**src/rtl/tlc_signal_monitor.sv**
```systemverilog
// Consumer-side checker for the traffic light controller's highway/farm light codes.
// Tracks per-road code, dwell and first-segment history and latches sticky faults.
module tlc_signal_monitor #(
    parameter int unsigned CNT_W      = 31,
    parameter int unsigned MIN_GREEN  = 1500000000,
    parameter int unsigned MIN_YELLOW = 300000000,
    parameter int unsigned MIN_ALLRED = 100000000
) (
    input  logic       Clk,
    input  logic       Rst,
    input  logic [1:0] highwaySignal,
    input  logic [1:0] farmSignal,
    input  logic       Clr,
    output logic       fault,
    output logic [4:0] fault_flags,
    output logic [1:0] fault_road,
    output logic [1:0] state
);

    localparam logic [1:0] CODE_G = 2'b00;
    localparam logic [1:0] CODE_Y = 2'b01;
    localparam logic [1:0] CODE_R = 2'b10;
    localparam logic [1:0] CODE_X = 2'b11;

    localparam logic [CNT_W-1:0] MIN_GREEN_W  = CNT_W'(MIN_GREEN);
    localparam logic [CNT_W-1:0] MIN_YELLOW_W = CNT_W'(MIN_YELLOW);
    localparam logic [CNT_W-1:0] MIN_ALLRED_W = CNT_W'(MIN_ALLRED);
    localparam logic [CNT_W-1:0] DWELL_MAX    = '1;
    localparam logic [CNT_W-1:0] DWELL_ONE    = CNT_W'(1);

    typedef enum logic [1:0] {
        ST_INIT  = 2'b00,
        ST_RUN   = 2'b01,
        ST_FAULT = 2'b10
    } state_e;

    state_e state_q;
    state_e state_d;

    logic [1:0]       hw_prev_q;
    logic [CNT_W-1:0] hw_dwell_q;
    logic             hw_first_q;
    logic [1:0]       farm_prev_q;
    logic [CNT_W-1:0] farm_dwell_q;
    logic             farm_first_q;

    logic [3:0] hw_viol;
    logic [3:0] farm_viol;
    logic       conflict;
    logic [4:0] new_flags;
    logic [1:0] new_road;
    logic [4:0] flags_d;
    logic [1:0] road_d;

    // Per-road violations returned as {illegal, sequence, timing, clearance}
    function automatic logic [3:0] road_check(
        input logic [1:0]       cur,
        input logic [1:0]       prev,
        input logic [CNT_W-1:0] dwell,
        input logic             first,
        input logic [1:0]       o_prev,
        input logic [CNT_W-1:0] o_dwell,
        input logic             o_first
    );
        logic illegal;
        logic seq;
        logic timing;
        logic clear;
        illegal = (cur == CODE_X);
        seq     = 1'b0;
        timing  = 1'b0;
        clear   = 1'b0;
        if (cur != prev) begin
            if (prev == CODE_G && cur == CODE_Y) begin
                timing = !first && (dwell < MIN_GREEN_W);
            end else if (prev == CODE_Y && cur == CODE_R) begin
                timing = !first && (dwell < MIN_YELLOW_W);
            end else if (prev == CODE_R && cur == CODE_G) begin
                // Other road's red dwell is only trusted once it has a known history
                clear = (o_prev != CODE_R) || (!o_first && (o_dwell < MIN_ALLRED_W));
            end else begin
                seq = 1'b1;
            end
        end
        return {illegal, seq, timing, clear};
    endfunction

    // Violation detection on the current sample
    always_comb begin
        hw_viol   = '0;
        farm_viol = '0;
        conflict  = 1'b0;
        if (state_q != ST_INIT) begin
            hw_viol   = road_check(highwaySignal, hw_prev_q, hw_dwell_q, hw_first_q,
                                   farm_prev_q, farm_dwell_q, farm_first_q);
            farm_viol = road_check(farmSignal, farm_prev_q, farm_dwell_q, farm_first_q,
                                   hw_prev_q, hw_dwell_q, hw_first_q);
            conflict  = (highwaySignal != CODE_R) && (farmSignal != CODE_R);
        end
        new_flags = {conflict,
                     hw_viol[3] | farm_viol[3],
                     hw_viol[2] | farm_viol[2],
                     hw_viol[1] | farm_viol[1],
                     hw_viol[0] | farm_viol[0]};
        new_road  = {conflict | (|farm_viol), conflict | (|hw_viol)};
    end

    // Next-state and sticky flag update; a new violation wins over Clr
    always_comb begin
        state_d = state_q;
        flags_d = fault_flags | new_flags;
        road_d  = fault_road | new_road;
        if (Clr && state_q != ST_INIT) begin
            flags_d = new_flags;
            road_d  = new_road;
        end
        case (state_q)
            ST_INIT:  state_d = ST_RUN;
            ST_RUN:   if (flags_d != '0) state_d = ST_FAULT;
            ST_FAULT: if (Clr && new_flags == '0) state_d = ST_RUN;
            default:  state_d = ST_INIT;
        endcase
    end

    always_ff @(posedge Clk or negedge Rst) begin
        if (!Rst) begin
            state_q <= ST_INIT;
        end else begin
            state_q <= state_d;
        end
    end

    always_ff @(posedge Clk or negedge Rst) begin
        if (!Rst) begin
            fault_flags <= '0;
            fault_road  <= '0;
            fault       <= 1'b0;
        end else begin
            fault_flags <= flags_d;
            fault_road  <= road_d;
            fault       <= |flags_d;
        end
    end

    // Highway code/dwell tracking
    always_ff @(posedge Clk or negedge Rst) begin
        if (!Rst) begin
            hw_prev_q  <= CODE_R;
            hw_dwell_q <= '0;
            hw_first_q <= 1'b1;
        end else if (state_q == ST_INIT) begin
            hw_prev_q  <= highwaySignal;
            hw_dwell_q <= DWELL_ONE;
        end else if (highwaySignal != hw_prev_q) begin
            hw_prev_q  <= highwaySignal;
            hw_dwell_q <= DWELL_ONE;
            hw_first_q <= 1'b0;
        end else if (hw_dwell_q != DWELL_MAX) begin
            hw_dwell_q <= hw_dwell_q + DWELL_ONE;
        end
    end

    // Farm code/dwell tracking
    always_ff @(posedge Clk or negedge Rst) begin
        if (!Rst) begin
            farm_prev_q  <= CODE_R;
            farm_dwell_q <= '0;
            farm_first_q <= 1'b1;
        end else if (state_q == ST_INIT) begin
            farm_prev_q  <= farmSignal;
            farm_dwell_q <= DWELL_ONE;
        end else if (farmSignal != farm_prev_q) begin
            farm_prev_q  <= farmSignal;
            farm_dwell_q <= DWELL_ONE;
            farm_first_q <= 1'b0;
        end else if (farm_dwell_q != DWELL_MAX) begin
            farm_dwell_q <= farm_dwell_q + DWELL_ONE;
        end
    end

    assign state = state_q;

endmodule

```
**config.mk**
```make
export PLATFORM = sky130hd
export DESIGN_NAME = tlc_signal_monitor
export DESIGN_NICKNAME = d
export VERILOG_FILES = /design/src/rtl/tlc_signal_monitor.sv
export SDC_FILE = /design/constraint.sdc
export NUM_CORES = 1
export LEC_CHECK = 0
export CAP_MARGIN = 20
export CORE_MARGIN = 2
export CORE_UTILIZATION = 55
export DETAILED_ROUTE_END_ITERATION = 6
export PLACE_DENSITY = 0.79
export SLEW_MARGIN = 30
export SYNTH_ARGS = -nofsm -noshare
export SYNTH_HDL_FRONTEND = slang
export SYNTH_SLANG_ARGS = --single-unit
```
**constraint.sdc**
```tcl
create_clock -name Clk -period 2 [get_ports Clk]
set_input_delay 0.4 -clock Clk [delete_from_list [all_inputs] [get_ports Clk]]
set_output_delay 0.4 -clock Clk [all_outputs]
set_load 0.01 [all_outputs]
```
# After elaboration in Yosys (flattened, before gate mapping)
# Cells that the tools add are included.
totals:
  in_bits: 7
  register_bits: 78
  output_inout_bits: 10
  elab_cells: 126
classes:
  eq_ne: 22
  n_reduce_logical: 37
  n_mux: 40
  magnitude_cmp: 6
  bitwise_logic: 9
  addsub: 2
ops:
  columns: ["cell", "count"]
  rows:
  - ["two-way mux 31 bit", 6]
  - ["adder 31 x 1 -> 31 bit, second input constant", 2]
  - ["< comparator 31 x 27 -> 1 bit, second input constant", 2]
  - ["< comparator 31 x 29 -> 1 bit, second input constant", 2]
  - ["< comparator 31 bit, second input constant", 2]
  - ["!= test 31 bit, second input constant", 2]
  - ["two-way mux 1 bit", 23]
  - ["logical AND 1 bit", 15]
  - ["== test 2 bit, second input constant", 7]
  - ["two-way mux 2 bit", 7]
  - ["!= test 2 bit, second input constant", 6]
  - ["== test 2 x 1 -> 1 bit, second input constant", 5]
  - ["zero test 2 bit", 5]
  - ["two-way mux 4 bit", 2]
  - ["OR reduction 4 bit", 2]
  - ["bitwise OR 1 bit", 6]
  - ["one-hot mux 2 bit (3 select lines)", 1]
  - ["AND reduction 2 bit", 3]
  - ["nonzero test 2 bit", 3]
  - ["nonzero test 3 bit", 2]
  - ["zero test 5 bit", 1]
  - ["two-way mux 5 bit", 1]
  - ["bitwise OR 5 bit", 1]
  - ["nonzero test 5 bit", 1]
  - ["other kinds (6)", 9]

# Depth between registers and ports, before layout
# Gate-level depths: netlist of the first run.
depth:
  depth_word: 14
  ltp_mapped: 8
  depth_no_buf: 8

# Worst setup path after synthesis of the first run
# Ideal clock, no wire load.
synth_timing:
  path_type: "flip-flop to flip-flop"
  startpoint: "reg farm_dwell_q[29]"
  endpoint: "reg state_q[0] (netlist: state[0])"
  t_arrival_ps: 1960
  period_less_slack_ps: 2036
  n_path_buf: 1
  required_ps: 1924
  stages_incl_launch_ff: 9
  setup_slack_ps: -36
  setup_time_ps: 76
  cell_sequence: "dfrtp_1 -> buf_2 -> or4b_4 -> o211ai_2 -> nor4_1 -> a221oi_2 -> nand4_2 -> and2_4 -> o2bb2ai_2"
synth_via:
  elab_chain_len: 14
  word_cells_on_any_way: 26
  cone_classes: "3 x order compare; 2 x eq/ne; 10 x mux; 3 x bitwise; 8 x reduce/logical"
synth_lines:
  columns: ["element", "line_no", "rtl"]
  rows:
  - ["from (decl)", "44", "logic [CNT_W-1:0] farm_dwell_q;"]
  - ["from (signal assigned)", "177", "farm_dwell_q <= farm_dwell_q + DWELL_ONE;"]
  - ["< comparator 31 x 27 -> 1 bit", "80", "clear = (o_prev != CODE_R) || (!o_first && (o_dwell < MIN_ALLRED_W));"]
  - ["logical AND 1 bit", "80", null]
  - ["logical OR 1 bit", "80", null]
  - ["two-way mux 1 bit", "78", "end else if (prev == CODE_R && cur == CODE_G) begin"]
  - ["two-way mux 1 bit", "76", "end else if (prev == CODE_Y && cur == CODE_R) begin"]
  - ["two-way mux 1 bit", "74", "if (prev == CODE_G && cur == CODE_Y) begin"]
  - ["two-way mux 1 bit", "73", "if (cur != prev) begin"]
  - ["two-way mux 4 bit", "93", "if (state_q != ST_INIT) begin"]
  - ["bitwise OR 1 bit", "104", "hw_viol[0] | farm_viol[0]};"]
  - ["bitwise OR 5 bit", "111", "flags_d = fault_flags | new_flags;"]
  - ["two-way mux 5 bit", "113", "if (Clr && state_q != ST_INIT) begin"]
  - ["nonzero test 5 bit", "119", "ST_RUN: if (flags_d != '0) state_d = ST_FAULT;"]
  - ["!= test 2 bit (no source line)", null, null]
  - ["AND reduction 2 bit (no source line) *", null, null]
  - ["to (signal assigned)", "129", "state_q <= state_d;"]
  - ["to (decl)", "37", "state_e state_q;"]
# Mark *: on every way between the ends. The rest lies on a longest branch, timed or not.
# A chain may end at the register's enable or synchronous reset.

# Worst setup path after layout of the first run
# Ends and elaborated chain as after synthesis.

==> results.md, run 1 <==
- Status: complete, but fails checks
- Failing checks: negative hold slack, negative setup slack
- Io pins: 17
- # H-tree levels: 3
- Placed Area: about 5400 µm²
- LEAKAGE: between 0.002 and 0.003 µW
- CP endpoint kind: register
- Critical path launch point: farm_dwell_q[29]$_DFFE_PN0P_
- # nets final: 621
- Cell count after synthesis: ~500
- Overflow after GRT: 0
- Crit path kind: register to register
- Synth Area in Compound Gates: 0.115
- Max FO, Critical Path: 3
- Worst hold path class: primary input to asynchronous set/reset pin
- Crit path to: state[0]$_DFFE_PN0P_
- CP Data Required Time: around 2.3 ns
- Max-cap viol count: 0
- P per Cell Area: 733 nW/µm²
- RR Startpoint: farm_dwell_q[29]$_DFFE_PN0P_
- CTS Sinks: a little under 80
- Max clock buf depth: 2
- Die footprint: 8870 µm²
- DP Cell Count: between 600 and 700
- GP Congestion: approximately 0.93
- Netlist cell types: 66
- Fin crit period: 2.13 ns
- Reg2reg setup slack: -0.13 ns
- Worst slack at placement: -0.549 ns
- Synth Area in Adders: 0.00559
- FF+latch area: just under 2000 µm²
- Initial antenna violation count: 0
- Layout area overhead: 34.7%
- VDD IR max: roughly 0.38 mV
- Slew Limit Fails: 0
- Crit path launch type: register
- Synth Area in Simple Gates: 0.302
- Main combinational cell family by area after synthesis: simple AND/OR/NAND/NOR gates
- # DRC: 0
- R2R Path End: state[0]$_DFFE_PN0P_
- Synth top area cells: dfrtp_1 41%, xor2_1 6.9%, nor2_1 6.7%
- Main synth FF type: dfrtp_1
- Global-route wire length before repair: 19.8 mm
- Worst-margin pin slew: roughly 0.58 ns
- Die W: roughly 94 µm
- Number of CTS-inserted buffers: 9
- Hold Worst Slack: -0.0103 ns
- Fin crit share: 1.06
- Post-route cell area: between 6000 and 7000 µm²
- GRT Resource Usage Total: 0.284
- Via count: between 4000 and 5000
- WP data arrival: roughly 2.4 ns
- Syn nets: just over 500
- Port Buffers: 16
- Final Worst Setup Slack: -0.127 ns
- Vias in the first global route: 4279
- Finished Layout Cells: ~720
- Die height: between 90 and 100 µm
- Post-synth EDFFs: 0
- Yosys top cell area share: 0.414
- Slowest-stage cell, CP: or4b_4
- Router iterations before antenna repair: 5
- YS warnings: 0
- Reg clk slew, reported paths: ~0.090 ns
- Post-DP HPWL: 8.20 mm
- Setup violations, final: 18
- Avg Inst Size Synth: a little under 9 µm²
- WL per Instance: approximately 18 µm
- Area of the core: between 7000 and 8000 µm²
- CTS root buf: clkbuf_8
- Yosys reg bits: 78
- FP Rows: 32
- Mux contribution to synthesized area: 0.00671
- Post-route ant nets: 0
- # diodes: 0
- WL final: around 13 mm
- Worst path cell trace: or4b_4 -> nor3_4 -> o31ai_4 -> a221oi_4 -> nand4_2 -> and2_4 -> o2bb2ai_2
- Area occupied by multi-input gates: 2630 µm²
- Post-synth top area cell: dfrtp_1
- Initial drt markers: 265
- Fillcell total: between 400 and 500
- CTS tree: done
- Critical Path Max Stage Delay: 0.59 ns
- Synth Area in XOR/XNOR: 0.104
- Later-pin clock latency in the skew report: roughly 0.36 ns
- Pin count of the biggest net entering global routing: 38
- Clock skew: approximately 0.015 ns
- RSZ-0062 raised after global routing: yes
- Fmax: between 0.4 and 0.5 GHz
- Synth Cell Area: 4470 µm²
- Slew HR: 0.606
- Initial Util: 0.573
- CTS Hold Bufs: 0
- Fraction of layout cells with a size suffix above 1: 0.295
- Async set-reset flop share out of synthesis: 1.00
- Sequential-to-total area share from yosys stat: 0.437
- Vias/cell: just over 6
- Fin. Hold Viols: 11
- Reg2Reg Depth: 7
- Fin Setup TNS: -1.04 ns
worst min-delay path by stage:
stage                     slack (ns)                            to  cells past startpoint  startpoint
final                          -0.01  farm_dwell_q[18]$_DFFE_PN0P_                      1         Rst
after floorplan                 0.10   farm_dwell_q[0]$_DFFE_PN0P_                      0         Rst
after global placement          0.38  farm_dwell_q[13]$_DFFE_PN0P_                      1         Rst
after detailed placement        0.39  farm_dwell_q[13]$_DFFE_PN0P_                      1         Rst
after global routing            0.03  farm_dwell_q[16]$_DFFE_PN0P_                      1         Rst
after CTS                      0.003  farm_dwell_q[13]$_DFFE_PN0P_                      1         Rst
metal layers:
layer	part of all wire	vias up	track usage
met5	0	-	0
li1	-	2013	-
met3	0.054	54	0.0425
met2	0.51	180	0.496
met4	0.045	0	0.145
met1	0.40	2174	0.339
flip-flops by register name, indices dropped and copies added (netlist names):
signal / flops
fault_flags: 5
farm_prev_q: 2
farm_dwell_q: 31
state: 2
fault_road: 2
hw_prev_q: 2
hw_dwell_q: 31
farm_first_q: 1
hw_first_q: 1
fault: 1
cells by family (layout without fill, tap and decap cells):
logic type                 count (synthesis)  after routing
adders and majority gates                  2              2
and+or+nand+nor                          261            261
muxes                                      3              3
DFF                                       78             78
buffers and inverters                     33            149
AOI/OAI and AO/OA                         71             71
xor gates and xnor gates                  53             53
power breakdown:
part	total, µW	switching, µW	internal [µW]
logic	1140	593	546
registers	1790	92.3	1690
clock network	1490	591	900
total	4420	1280	3140
stage by stage:
stage          power (µW)   util  hold slack, ns
6_report             4420  0.772         -0.0103
5_1_grt              4620  0.772          0.0311
3_5_place_dp         2870  0.693           0.388
4_1_cts              4390  0.751         0.00301
2_1_floorplan        2320      -           0.104
3_3_place_gp         2830  0.693           0.381
worst max-delay path, delay by kind of cell (launching register included):
kind / cells / cell delay (ns)
AND/OR/NAND/NOR: 4 / 1.10
AO/OA/AOI/OAI: 3 / 0.56
flip-flops: 1 / 0.41
cells in the mapped netlist, types with 8 or more instances:
master    count
nand2_1      42
nand4_1      14
nor2_1       80
nor3_1       19
and3_1        8
xor2_1       35
a21oi_1      17
nand3_1      38
inv_1         9
nor4_1        8
dfrtp_1      74
xnor2_1      18
clkbuf_1     18
o21ai_0      11
area by class of cell:
cell class,instances,area share
Clock buffer,13,0.0264
Clock inverter,3,0.0150
Inverter,9,0.00561
Multi-Input combinational cell,390,0.437
Sequential cell,78,0.326
Tap cell,102,0.0212
Timing Repair Buffer,124,0.169
layout by cell type (no fill, tap or decap), drive strengths merged, types with 12 or more instances in the layout:
master and instances:
dfrtp 74, nand4 15, a21oi 17, nand2 42
xnor2 18, clkbuf 13, nor3 23, xor2 35
o21ai 12, buf 109, nor2 81, nand3 39
repair_timing:
action / 4_1_cts / 5_1_grt
gates resized for setup: 31 / 20
endpoints found under the hold margin: 0 / 0
endpoints found under the setup margin: 23 / 37
pin swaps: 16 / 12
gates cloned: 0 / 0
setup buffers: 7 / 9
Power figures use the tool's default switching activity.
==> run 2, diff against run 1 <==
--- a/config.mk
+++ b/config.mk
@@ -7,9 +7,9 @@
 export LEC_CHECK = 0
 export CAP_MARGIN = 20
 export CORE_MARGIN = 2
-export CORE_UTILIZATION = 55
+export CORE_UTILIZATION = 60
 export DETAILED_ROUTE_END_ITERATION = 6
-export PLACE_DENSITY = 0.79
+export PLACE_DENSITY = 0.82
 export SLEW_MARGIN = 30
 export SYNTH_ARGS = -nofsm -noshare
 export SYNTH_HDL_FRONTEND = slang
==> constraint.sdc (replaced) <==
create_clock -name Clk -period 2.5 [get_ports Clk]
set_input_delay 0.5 -clock Clk [delete_from_list [all_inputs] [get_ports Clk]]
set_output_delay 0.5 -clock Clk [all_outputs]
set_load 0.01 [all_outputs]
==> run 2 against run 1 <==
Effect of this change:
- the flow now finishes without violations
- worst setup slack improved by 0.26 ns
- routed wire length fell by 22%
- worst hold slack improved by 0.16 ns
- register-to-register slack improved by 0.30 ns
- combinational power fell by 29%
- clock power fell by 34%
==> results.md, run 2 (synthesis gave the netlist of run 1 again) <==
- CP Data Required Time: between 2 and 3 ns
- Fmax: between 0.4 and 0.5 GHz
- Die W: 90.4 µm
- Reg2Reg Depth: 7
- Port Buffers: 16
- Overflow after GRT: 0
- Vias/cell: between 6 and 7
- Pin count of the biggest net entering global routing: 79
- Number of CTS-inserted buffers: 9
- Clock skew: 0.00889 ns
- Slew HR: 0.496
- WL final: a little under 10 mm
- Slowest-stage cell, CP: clkdlybuf4s50_1
- M2 GR Usage: 0.420
- Router iterations before antenna repair: 6
- Initial Util: 0.617
- Max-cap viol count: 0
- Most frequent cells in the layout: 80 x nor2_1, 74 x dfrtp_1, 42 x nand2_1
- Total power: roughly 3200 µW
- WL per Instance: approximately 16 µm
- FP Rows: 31
- Io pins: 17
- RSZ-0062 raised after global routing: no
- Die footprint: a little over 8000 µm²
- Max FO, Critical Path: 6
- Max clock buf depth: 2
- M1 GR Usage: 0.346
- P per Cell Area: ~630 nW/µm²
- CTS root buf: clkbuf_8
- Fin. Hold Viols: 0
- Crit path kind: primary input to register
- CTS tree: done
- Later-pin clock latency in the skew report: approximately 0.35 ns
- # DRC: 0
- Initial drt markers: around 270
- Status: finished, final reports clean
- Via count: between 3000 and 4000
- R2R Path End: farm_dwell_q[27]$_DFFE_PN0P_
- Layout area overhead: 14.0%
- RR Startpoint: farm_dwell_q[27]$_DFFE_PN0P_
- # diodes: 0
- Post-DP HPWL: between 6 and 7 mm
- Slew Limit Fails: 0
- Crit path launch type: primary input
- GP Congestion: ~0.90
- Fin crit period: around 2.4 ns
- CTS Sinks: slightly below 80
- Postcts setup bufs: 0
- Reg clk slew, reported paths: roughly 0.080 ns
- Critical path launch point: farmSignal[1]
- Crit path to: state[0]$_DFFE_PN0P_
- Fraction of layout cells with a size suffix above 1: 0.124
- Met3 Use GR: 0.0543
- Most common cell after layout, fill and taps aside: nor2_1
- Vias in the first global route: 3625
- Fin crit share: 0.948
- Worst path cell trace: clkdlybuf4s50_1 -> buf_4 -> a22oi_1 -> a2bb2oi_1 -> nand3b_1 -> nor4bb_1 -> nand4_2 -> and2_4 -> o2bb2ai_2
- VDD IR max: about 0.34 mV
- GRT Resource Usage Total: 0.256
- Die height: 90.4 µm
- Hold Worst Slack: 0.149 ns
- Fin Setup TNS: 0 ns
- Initial antenna violation count: 0
- WP data arrival: between 2 and 3 ns
- Regs by FF count: farm_dwell_q: 31 flops, hw_dwell_q: 31 flops, fault_flags: 5 flops
- Fillcell total: ~560
- Post-route ant nets: 0
- Reg2reg setup slack: approximately 0.17 ns
- Global-route wire length before repair: roughly 17 mm
- Critical Path Max Stage Delay: ~0.5 ns
- LEAKAGE: between 0.0015 and 0.002 µW
- Setup violations, final: 0
- # nets final: about 540
- Area of the core: around 7300 µm²
- CP endpoint kind: register
- Top Usage Layer GRT: met2
- Worst-margin pin slew: 0.747 ns
- # H-tree levels: 3
- Worst hold path class: primary input to asynchronous set/reset pin
[run 2: cell count changes in the layout (fill, tap and decap cells not counted), moves of 3 or more]
cell and change:
dfrtp_1 +6, nand2_2 -3, dfrtp_2 -6, dlygate4sd2_1 -3
clkdlybuf4s50_1 +4, nor4_1 +3, nand2_1 +3, buf_4 -82
nor3_1 +3
[run 2: metrics by stage]
step | area, µm² | util | setup slack (ns) | instances
3_3_place_gp | 4890 | 0.674 | -0.108 | 617
2_1_floorplan | 4470 | - | 0.464 | 501
6_report | 5100 | 0.703 | 0.130 | 632
4_1_cts | 5100 | 0.703 | 0.148 | 632
5_1_grt | 5100 | 0.703 | 0.00347 | 632
3_5_place_dp | 4890 | 0.674 | -0.178 | 617
[run 2: repair_timing]
action / CTS / global route
setup endpoints to repair: 0 / 5
hold endpoints to repair: 0 / 0
gates resized for setup: 0 / 1
hold buffers: 0 / 0
[run 2: final cells by class]
type,count,area (µm²),area share
Clock inverter,3,42.5,0.00834
Sequential cell,78,1960,0.384
Tap cell,99,124,0.0243
Multi-Input combinational cell,390,2400,0.470
Timing Repair Buffer,41,383,0.0751
Clock buffer,12,165,0.0324
Inverter,9,33.8,0.00662
[run 2: worst min-delay path by stage]
stage,from,endpoint,slack (ns)
after floorplan,Rst,farm_dwell_q[0]$_DFFE_PN0P_,0.20
after global placement,hw_first_q$_DFFE_PN1P_,hw_first_q$_DFFE_PN1P_,0.46
after CTS,Rst,farm_dwell_q[8]$_DFFE_PN0P_,0.18
final,Rst,farm_dwell_q[7]$_DFFE_PN0P_,0.15
after global routing,Rst,farm_dwell_q[13]$_DFFE_PN0P_,0.19
after detailed placement,hw_first_q$_DFFE_PN1P_,hw_first_q$_DFFE_PN1P_,0.46
[run 2: metal layers]
metal,vias to the layer above,wire length [µm],share of wire
li1,1838,-,-
met1,1857,4470,0.45
met2,114,4840,0.49
met3,16,462,0.047
met4,0,155,0.016
met5,-,0,0
[run 2: worst max-delay path: cells and delay by family]
family,cells,cell delay (ns)
simple gates,4,0.93
buf+inv,2,0.71
compound gates,3,0.50
[run 2: report_power, final]
part / switching [µW] / internal, µW
Sequential: 81.1 / 1350
Clock: 452 / 536
Combinational: 414 / 397
Total: 947 / 2290
==> run 3, diff against run 2 <==
==> constraint.sdc (replaced) <==
create_clock -name Clk -period 2.91 [get_ports Clk]
set_input_delay 0.582 -clock Clk [delete_from_list [all_inputs] [get_ports Clk]]
set_output_delay 0.582 -clock Clk [all_outputs]
set_load 0.01 [all_outputs]
==> run 3 against run 2 <==
Effect of this change:
- core utilization is 2.0 points lower
- first-iteration DRC count is 3.0% lower
- cell area is 2.8% lower
- clock power is 6.8% lower
- register-to-register slack better by 0.34 ns
- worst setup slack better by 0.16 ns
- worst hold slack better by 0.086 ns
- via count is 1.2% lower
- combinational power is 20% lower
- sequential share of layout area is 1.1 points higher
- highest routed layer unchanged
==> results.md, run 3 (synthesis gave the netlist of run 1 again) <==
- Port Buffers: 16
- Vias in the first global route: 3548
- P per Cell Area: approximately 560 nW/µm²
- WL final: between 9 and 10 mm
- Critical Path Max Stage Delay: roughly 0.55 ns
- Die W: ~90 µm
- # DRC: 0
- Worst hold path class: primary input to asynchronous set/reset pin
- Later-pin clock latency in the skew report: roughly 0.36 ns
- Max-cap viol count: 0
- Post-route ant nets: 0
- Clock Power Share: 0.330
- Reg clk slew, reported paths: about 0.09 ns
- Fraction of layout cells with a size suffix above 1: 0.0891
- Worst path cell trace: clkdlybuf4s50_1 -> nor2b_1 -> o311ai_0 -> nor4bb_1 -> nand4_2 -> and2_4 -> o2bb2ai_2
- Final Worst Setup Slack: between 0.2 and 0.3 ns
- Die height: about 90 µm
- Initial drt markers: between 200 and 300
- Placed Area: approximately 4700 µm²
- Slew Limit Fails: 0
- # diodes: 0
- CP Data Required Time: 3.19 ns
- Crit path launch type: primary input
- Post-DP HPWL: 6.58 mm
- # nets final: between 500 and 600
- LEAKAGE: between 0.0015 and 0.002 µW
- Status: finished, final reports clean
- Most common cell after layout, fill and taps aside: nor2_1
- # H-tree levels: 3
- Fin. Hold Viols: 0
- Reg power frac: 0.437
- Max FO, Critical Path: 8
- WL per Instance: about 16 µm
- Global-route wire length before repair: 17.0 mm
- GRT Resource Usage Total: 0.251
- Vias/cell: 6.15
- Comb power frac: 0.233
- Io pins: 17
- Layout area overhead: 10.8%
- Number of CTS-inserted buffers: 9
- Most frequent cells in the layout: 80 x nor2_1, 74 x dfrtp_1, 42 x nand2_1
- Fin crit share: 0.901
- Slew HR: 0.470
- Pin count of the biggest net entering global routing: 79
- Switching share of power: 0.290
- Initial antenna violation count: 0
- GP Congestion: approximately 0.9
- WP data arrival: 2.91 ns
- Worst-margin pin slew: slightly below 0.8 ns
- Via count: 3780
- Fin crit period: 2.62 ns
- Int Pwr: around 2000 µW
- Post-CTS sizing: 0
- Clock skew: about 0.016 ns
- Slowest-stage cell, CP: clkdlybuf4s50_1
- CTS Sinks: just under 80
- Post-route cell area: about 5000 µm²
- CTS Hold Bufs: 0
- Reg2reg setup slack: a little over 0.5 ns
- Fmax: about 0.38 GHz
- Overflow after GRT: 0
- Worst slack at placement: -0.0152 ns
- Max clock buf depth: 2
- Setup violations, final: 0
- Regs by FF count: farm_dwell_q: 31 flops, hw_dwell_q: 31 flops, fault_flags: 5 flops
- Crit path kind: primary input to register
- NetSw: slightly above 800 µW
- Router iterations before antenna repair: 5
- Die footprint: around 8200 µm²
- RSZ-0062 raised after global routing: no
- VDD IR max: about 0.25 mV
- CP endpoint kind: register
- FP Rows: 31
- Area of the core: 7250 µm²
- CTS tree: done
- Postcts setup bufs: 0
- CTS root buf: clkbuf_8
- Core Util, Final: 0.683
- Fillcell total: approximately 580
- Initial Util: 0.617
- Total power: approximately 2800 µW
-- run 3: final timing paths --
kind	to	start	cells after the start
max in group asynchronous	farm_dwell_q[4]$_DFFE_PN0P_	Rst	1
setup reg to reg	hw_dwell_q[29]$_DFFE_PN0P_	hw_dwell_q[0]$_DFFE_PN0P_	8
setup / recovery	state[0]$_DFFE_PN0P_	farmSignal[1]	7
hold / removal	farm_dwell_q[17]$_DFFE_PN0P_	Rst	1
min in group Clk	hw_first_q$_DFFE_PN1P_	hw_first_q$_DFFE_PN1P_	1
hold reg to reg	hw_first_q$_DFFE_PN1P_	hw_first_q$_DFFE_PN1P_	1
-- run 3: through the flow --
stage / cells / hold WS [ns] / TNS [ns]
after detailed placement: 599 / 0.461 / -0.0152
after CTS: 615 / 0.413 / 0
after global placement: 599 / 0.463 / 0
after global routing: 615 / 0.310 / 0
final: 615 / 0.235 / 0
after floorplan: 501 / 0.286 / 0
-- run 3: critical path: cells and delay by family --
kind	cells	cell delay (ns)
AO/OA/AOI/OAI	2	0.64
buffers and inverters	1	0.55
AND/OR/NAND/NOR	4	1.13
-- run 3: per-layer routing --
layer	up-vias	wire length [µm]	global-route usage
met2	125	4870	0.402
li1	1815	-	-
met1	1828	4450	0.347
met5	-	0	0
met3	12	444	0.0417
met4	0	131	0.0936
-- run 3: layout make-up --
| class | count | area (µm²) | share of cell area |
|---|---|---|---|
| multi-input cells | 390 | 2400 | 0.484 |
| flip-flops and latches | 78 | 1960 | 0.395 |
| repair buffers | 23 | 214 | 0.0432 |
| clock buffers | 13 | 159 | 0.0321 |
| well taps | 99 | 124 | 0.0250 |
| clock inverters | 3 | 67.6 | 0.0136 |
| inverters | 9 | 33.8 | 0.00682 |
-- run 3: power groups by stage --
stage / combinational [µW] / clock, µW / sequential (µW)
finish: 652 / 921 / 1220
global route: 718 / 978 / 1230
CTS: 654 / 932 / 1220
detailed placement: 650 / 0 / 1240
global placement: 630 / 0 / 1240
floorplan: 321 / 0 / 1270
==> patch 1 (flow settings as in run 1) <==
Make the reset (`Rst`) synchronous in 4 clocked blocks.
--- a/src/rtl/tlc_signal_monitor.sv
+++ b/src/rtl/tlc_signal_monitor.sv
@@ -124,3 +124,3 @@
 
-    always_ff @(posedge Clk or negedge Rst) begin
+    always_ff @(posedge Clk) begin
         if (!Rst) begin
@@ -132,3 +132,3 @@
 
-    always_ff @(posedge Clk or negedge Rst) begin
+    always_ff @(posedge Clk) begin
         if (!Rst) begin
@@ -145,3 +145,3 @@
     // Highway code/dwell tracking
-    always_ff @(posedge Clk or negedge Rst) begin
+    always_ff @(posedge Clk) begin
         if (!Rst) begin
@@ -163,3 +163,3 @@
     // Farm code/dwell tracking
-    always_ff @(posedge Clk or negedge Rst) begin
+    always_ff @(posedge Clk) begin
         if (!Rst) begin
Behaviour: differs if Rst is asserted again (counterexample within 4 cycles, from zero or initial values and one cycle with Rst low); with Rst held inactive, the same outputs for 4 cycles.
==> patch 1 against run 1 <==
The flow finishes with violations (setup timing); sequential cell count stayed put; largest power group unchanged; core utilization is 6.6 points higher; power is 6.4% lower; sequential power is 4% lower; setup slack worse by 120 ps; synthesized area is 8.9% lower; final area is 0.35% higher; final cell count is 6.0% higher; routed wire length is 12% higher.
==> patch 1: results (changes against run 1) <==
* Status: complete, but fails checks (unchanged)
* Violated checks: setup timing (was hold timing, setup timing)
* DR vias at 4697 (was 4421)
* Share of the yosys chip area belonging to registers at 38.3% (was 43.7%)
* Final setup skew at 13.7 ps (was 14.7 ps)
* RD Place Congestion at 0.896 (was 0.927)
* Class of the worst hold path: register to register (was input pin to asynchronous set/reset pin)
* Switching share of power at 29.7% (was 28.9%)
* Cell count after placement at 722 (was 688)
* Synth top area cells: dfxtp_1 (38%), nor2_1 (7.6%), xor2_1 (6.0%), xnor2_1 (4.9%), nand2_1 (4.7%) (was dfrtp_1 (41%), xor2_1 (6.9%), nor2_1 (6.7%), nand3_1 (4.3%), nand2_1 (3.5%))
* Initial antenna violation count at 0 (unchanged)
* Leading post-synthesis cells by instance count: nor2_1 (82), dfxtp_1 (78), nand2_1 (51) (was nor2_1 (80), dfrtp_1 (74), nand2_1 (42))
* Xor and xnor fraction of the mapped netlist area at 11.0% (was 10.4%)
* Portion of netlist area occupied by mux cells at 0.491% (was 0.671%)
* Proportion of layout cells with a drive suffix above 1 at 39.5% (was 29.5%)
* Crit path DAT at 2520 ps (was 2420 ps)
* Max-Slew Margin vs Limit at 67.5% (was 60.6%)
* Placement Setup Slack at -748 ps (was -549 ps)
* Fraction of the mapped netlist area in compound gates at 12.2% (was 11.5%)
* Worst voltage drop across the vdd grid at 0.443 mV (was 0.380 mV)
* Largest net degree at the start of global routing at 31 (was 38)
* Post-synthesis cell type count at 58 (was 66)
* Layout Nets at 668 (was 621)
* Final sum of negative setup slack at -2580 ps (was -1040 ps)
* Setup Viol. Count Final at 27 (was 18)
* Via density per instance at 6.16 (was 6.15)
* Critical path launch point: hw_prev_q[1] (was farm_dwell_q[29])
* Synthesized netlist net count at 514 (was 510)
* Worst path setup slack after routing at -247 ps (was -127 ps)
* Synthesized area divided by synthesized cell count at 8.07 sq um (was 8.93 sq um)
* Count of endpoints failing hold in the final timing report at 0 (was 11)
* Initial drt markers at 405 (was 265)
* First-pass GRT wire length at 20600 um (was 19800 um)
* Adder and majority cell fraction of the synthesized area at 0.614% (was 0.559%)
* Via count of the first global-routing pass at 4448 (was 4279)
* Post-synthesis async set-or-reset flop share at 0% (was 100%)
* Placed wire-length estimate after detailed placement at 8090 um (was 8200 um)
-- patch 1: changes by cell type in the layout (fill, tap and decap cells not counted), moves of 8 or more --
| cell | run 1 | this run |
|---|---|---|
| dfrtp_1 | 68 | 0 |
| buf_4 | 105 | 139 |
| nand3_1 | 37 | 19 |
| dfxtp_2 | 0 | 15 |
| dfxtp_1 | 0 | 60 |
| xor2_1 | 35 | 27 |
| buf_6 | 0 | 10 |
| nand2_1 | 39 | 49 |
-- patch 1: cell families (layout without fill, tap and decap cells) --
kind of cell,after synthesis,count (layout)
flops,78,78
compound gates,74,75
fa+ha+maj,2,2
xor+xnor,51,51
simple gates,266,266
buf+inv,32,189
mux,2,2
-- patch 1: what timing repair did --
| item | 4_1_cts | 5_1_grt |
|---|---|---|
| pin swaps | 11 | 53 |
| buffers inserted | 12 | 14 |
| gates cloned | 1 | 0 |
| gates resized for setup | 53 | 68 |
| endpoints found under the setup margin | 40 | 50 |
-- patch 1: layout make-up --
type                       instances  area (sq um)
clock buffer                      12           165
clock inverter                     3          42.5
fill                             411          1170
inverter                           8          30.0
multi-input combinational        396          2770
sequential                        78          1590
tap                               99           124
timing repair buffer             166          1330
-- patch 1: per-stage QoR --
step | instance area (sq um) | utilization [%] | hold slack, ps
floorplan | 4100 | - | 432
global placement | 5220 | 72.3 | 455
detailed placement | 5220 | 72.3 | 457
CTS | 5710 | 79.1 | 468
global route | 6050 | 83.8 | 504
finish | 6050 | 83.8 | 485
-- patch 1: power groups by stage --
stage	sequential (uW)	combinational, uW	clock [uW]
4_1_cts	1710	1040	1270
2_1_floorplan	1780	416	0
3_5_place_dp	1750	944	0
5_1_grt	1730	1200	1330
6_report	1720	1130	1280
3_3_place_gp	1740	934	0
-- patch 1: final timing paths --
kind                            slack (ps)              to  cells after the start
worst max register to register        -250        state[0]                      7
worst max-delay path                  -250        state[0]                      7
worst min-delay path                   490  fault_flags[3]                      2
worst min register to register         490  fault_flags[3]                      2
-- patch 1: worst max-delay path, stage by stage (launching register included) --
cell and delay (ps):
dfxtp_4 360, buf_6 130, nor4bb_4 340, a21oi_2 70
a222oi_1 460, nand4_1 150, or3_4 420, o32ai_2 240
-- patch 1: routing by layer --
| metal | up-vias | global-route usage [%] | share of wire (%) |
|---|---|---|---|
| li1 | 2115 | - | - |
| met1 | 2215 | 37.0 | 38 |
| met2 | 287 | 55.1 | 50 |
| met3 | 80 | 4.02 | 6.7 |
| met4 | 0 | 13.1 | 4.8 |
| met5 | - | 0 | 0 |
==> patch 2 (flow settings as in run 1) <==
Without the edit above. `MIN_ALLRED`: 100000000 -> 50000000.
--- a/src/rtl/tlc_signal_monitor.sv
+++ b/src/rtl/tlc_signal_monitor.sv
@@ -6,3 +6,3 @@
     parameter int unsigned MIN_YELLOW = 300000000,
-    parameter int unsigned MIN_ALLRED = 100000000
+    parameter int unsigned MIN_ALLRED = 50000000
 ) (
Formal check against the unedited RTL: same outputs for any inputs over 4 cycles, from zero or initial values and one cycle with Rst low; that may be too few to reach the edited logic, so the function may still have changed.
==> patch 2 against run 1 <==
Critical path depth rose by 1; core utilization rose by 10 points; clock power fell by 7%; largest cell class unchanged; setup slack got worse by 520 ps; routed wire length rose by 64%; critical path type unchanged; sequential cell count did not move; synthesized area fell by 2.2%; count of clock-buffer cells in the layout fell by 3; the flow finishes with violations (DRC, setup timing); power rose by 4.9%; final area rose by 12%; global-route usage rose by 9.4 points.
==> patch 2: results (changes against run 1) <==
* Status: complete, but fails checks (unchanged)
* Violated checks: DRC, setup timing (was hold timing, setup timing)
* Via count of the first global-routing pass at 5009 (was 4279)
* Critical path launch point: hw_prev_q[1] (was farm_dwell_q[29])
* Power dissipated in combinational cells at 1440 uW (was 1140 uW)
* Adder and majority cell fraction of the synthesized area at 0.572% (was 0.559%)
* RD Place Congestion at 0.961 (was 0.927)
* Internal Dissipation at 3000 uW (was 3140 uW)
* Setup Viol. Count Final at 69 (was 18)
* Xor and xnor fraction of the mapped netlist area at 11.0% (was 10.4%)
* Count of non-CTS buffers in the layout at 167 (was 124)
* Fraction of the mapped netlist area in compound gates at 8.92% (was 11.5%)
* Seq/total area at 29.2% (was 32.6%)
* Number of design rule violations left after detail routing at 3 (was 0)
* Leading post-synthesis cells by instance count: nor2_1 (82), dfrtp_1 (74), nand2_1 (40) (was nor2_1 (80), dfrtp_1 (74), nand2_1 (42))
* Final setup skew at 26.2 ps (was 14.7 ps)
* Clock buf/inv share at 3.17% (was 4.13%)
* Largest net degree at the start of global routing at 49 (was 38)
* First-pass GRT wire length at 25600 um (was 19800 um)
* Setup fix buffers added after clock tree synthesis at 19 (was 7)
* Number of non-clock inverters at 7 (was 9)
* Worst path setup slack after routing at -648 ps (was -127 ps)
* Synthesized netlist net count at 502 (was 510)
* Share of the yosys chip area belonging to registers at 44.7% (was 43.7%)
* Proportion of layout cells with a drive suffix above 1 at 46.5% (was 29.5%)
* Portion of netlist area occupied by mux cells at 0.229% (was 0.671%)
* Placed wire-length estimate after detailed placement at 8520 um (was 8200 um)
* Total routing usage reported by global routing at 37.8% (was 28.4%)
* Number of multi-input combinational cells at 384 (was 390)
* Worst slew pin tran at 665 ps (was 582 ps)
* Clock buffer count at 10 (was 13)
* Number of search-and-repair iterations in the first detailed-routing pass at 7 (was 5)
[patch 2: worst max-delay path: stages, from the launching register on]
cell and delay, ps:
dfstp_2 550, buf_4 160, xor2_1 510, o21ai_2 170
nor2_1 420, a22oi_2 210, nand3_2 160, nor4_2 70
a211o_1 270
[patch 2: metrics by stage]
step / std cells / hold WS [ps] / instance area [sq um]
after CTS: 742 / 450 / 6160
final: 754 / 468 / 6740
after floorplan: 493 / 104 / 4470
after detailed placement: 708 / 349 / 5550
after global routing: 754 / 452 / 6740
after global placement: 708 / 343 / 5550
[patch 2: metal layers]
| metal | vias up | wire length, um | part of all wire (%) | track usage (%) |
|---|---|---|---|---|
| li1 | 2054 | - | - | - |
| met1 | 2540 | 6940 | 33 | 46.3 |
| met2 | 657 | 8750 | 42 | 62.3 |
| met3 | 244 | 3210 | 15 | 7.25 |
| met4 | 4 | 1920 | 9.2 | 21.7 |
| met5 | - | 49 | 0.23 | 0 |
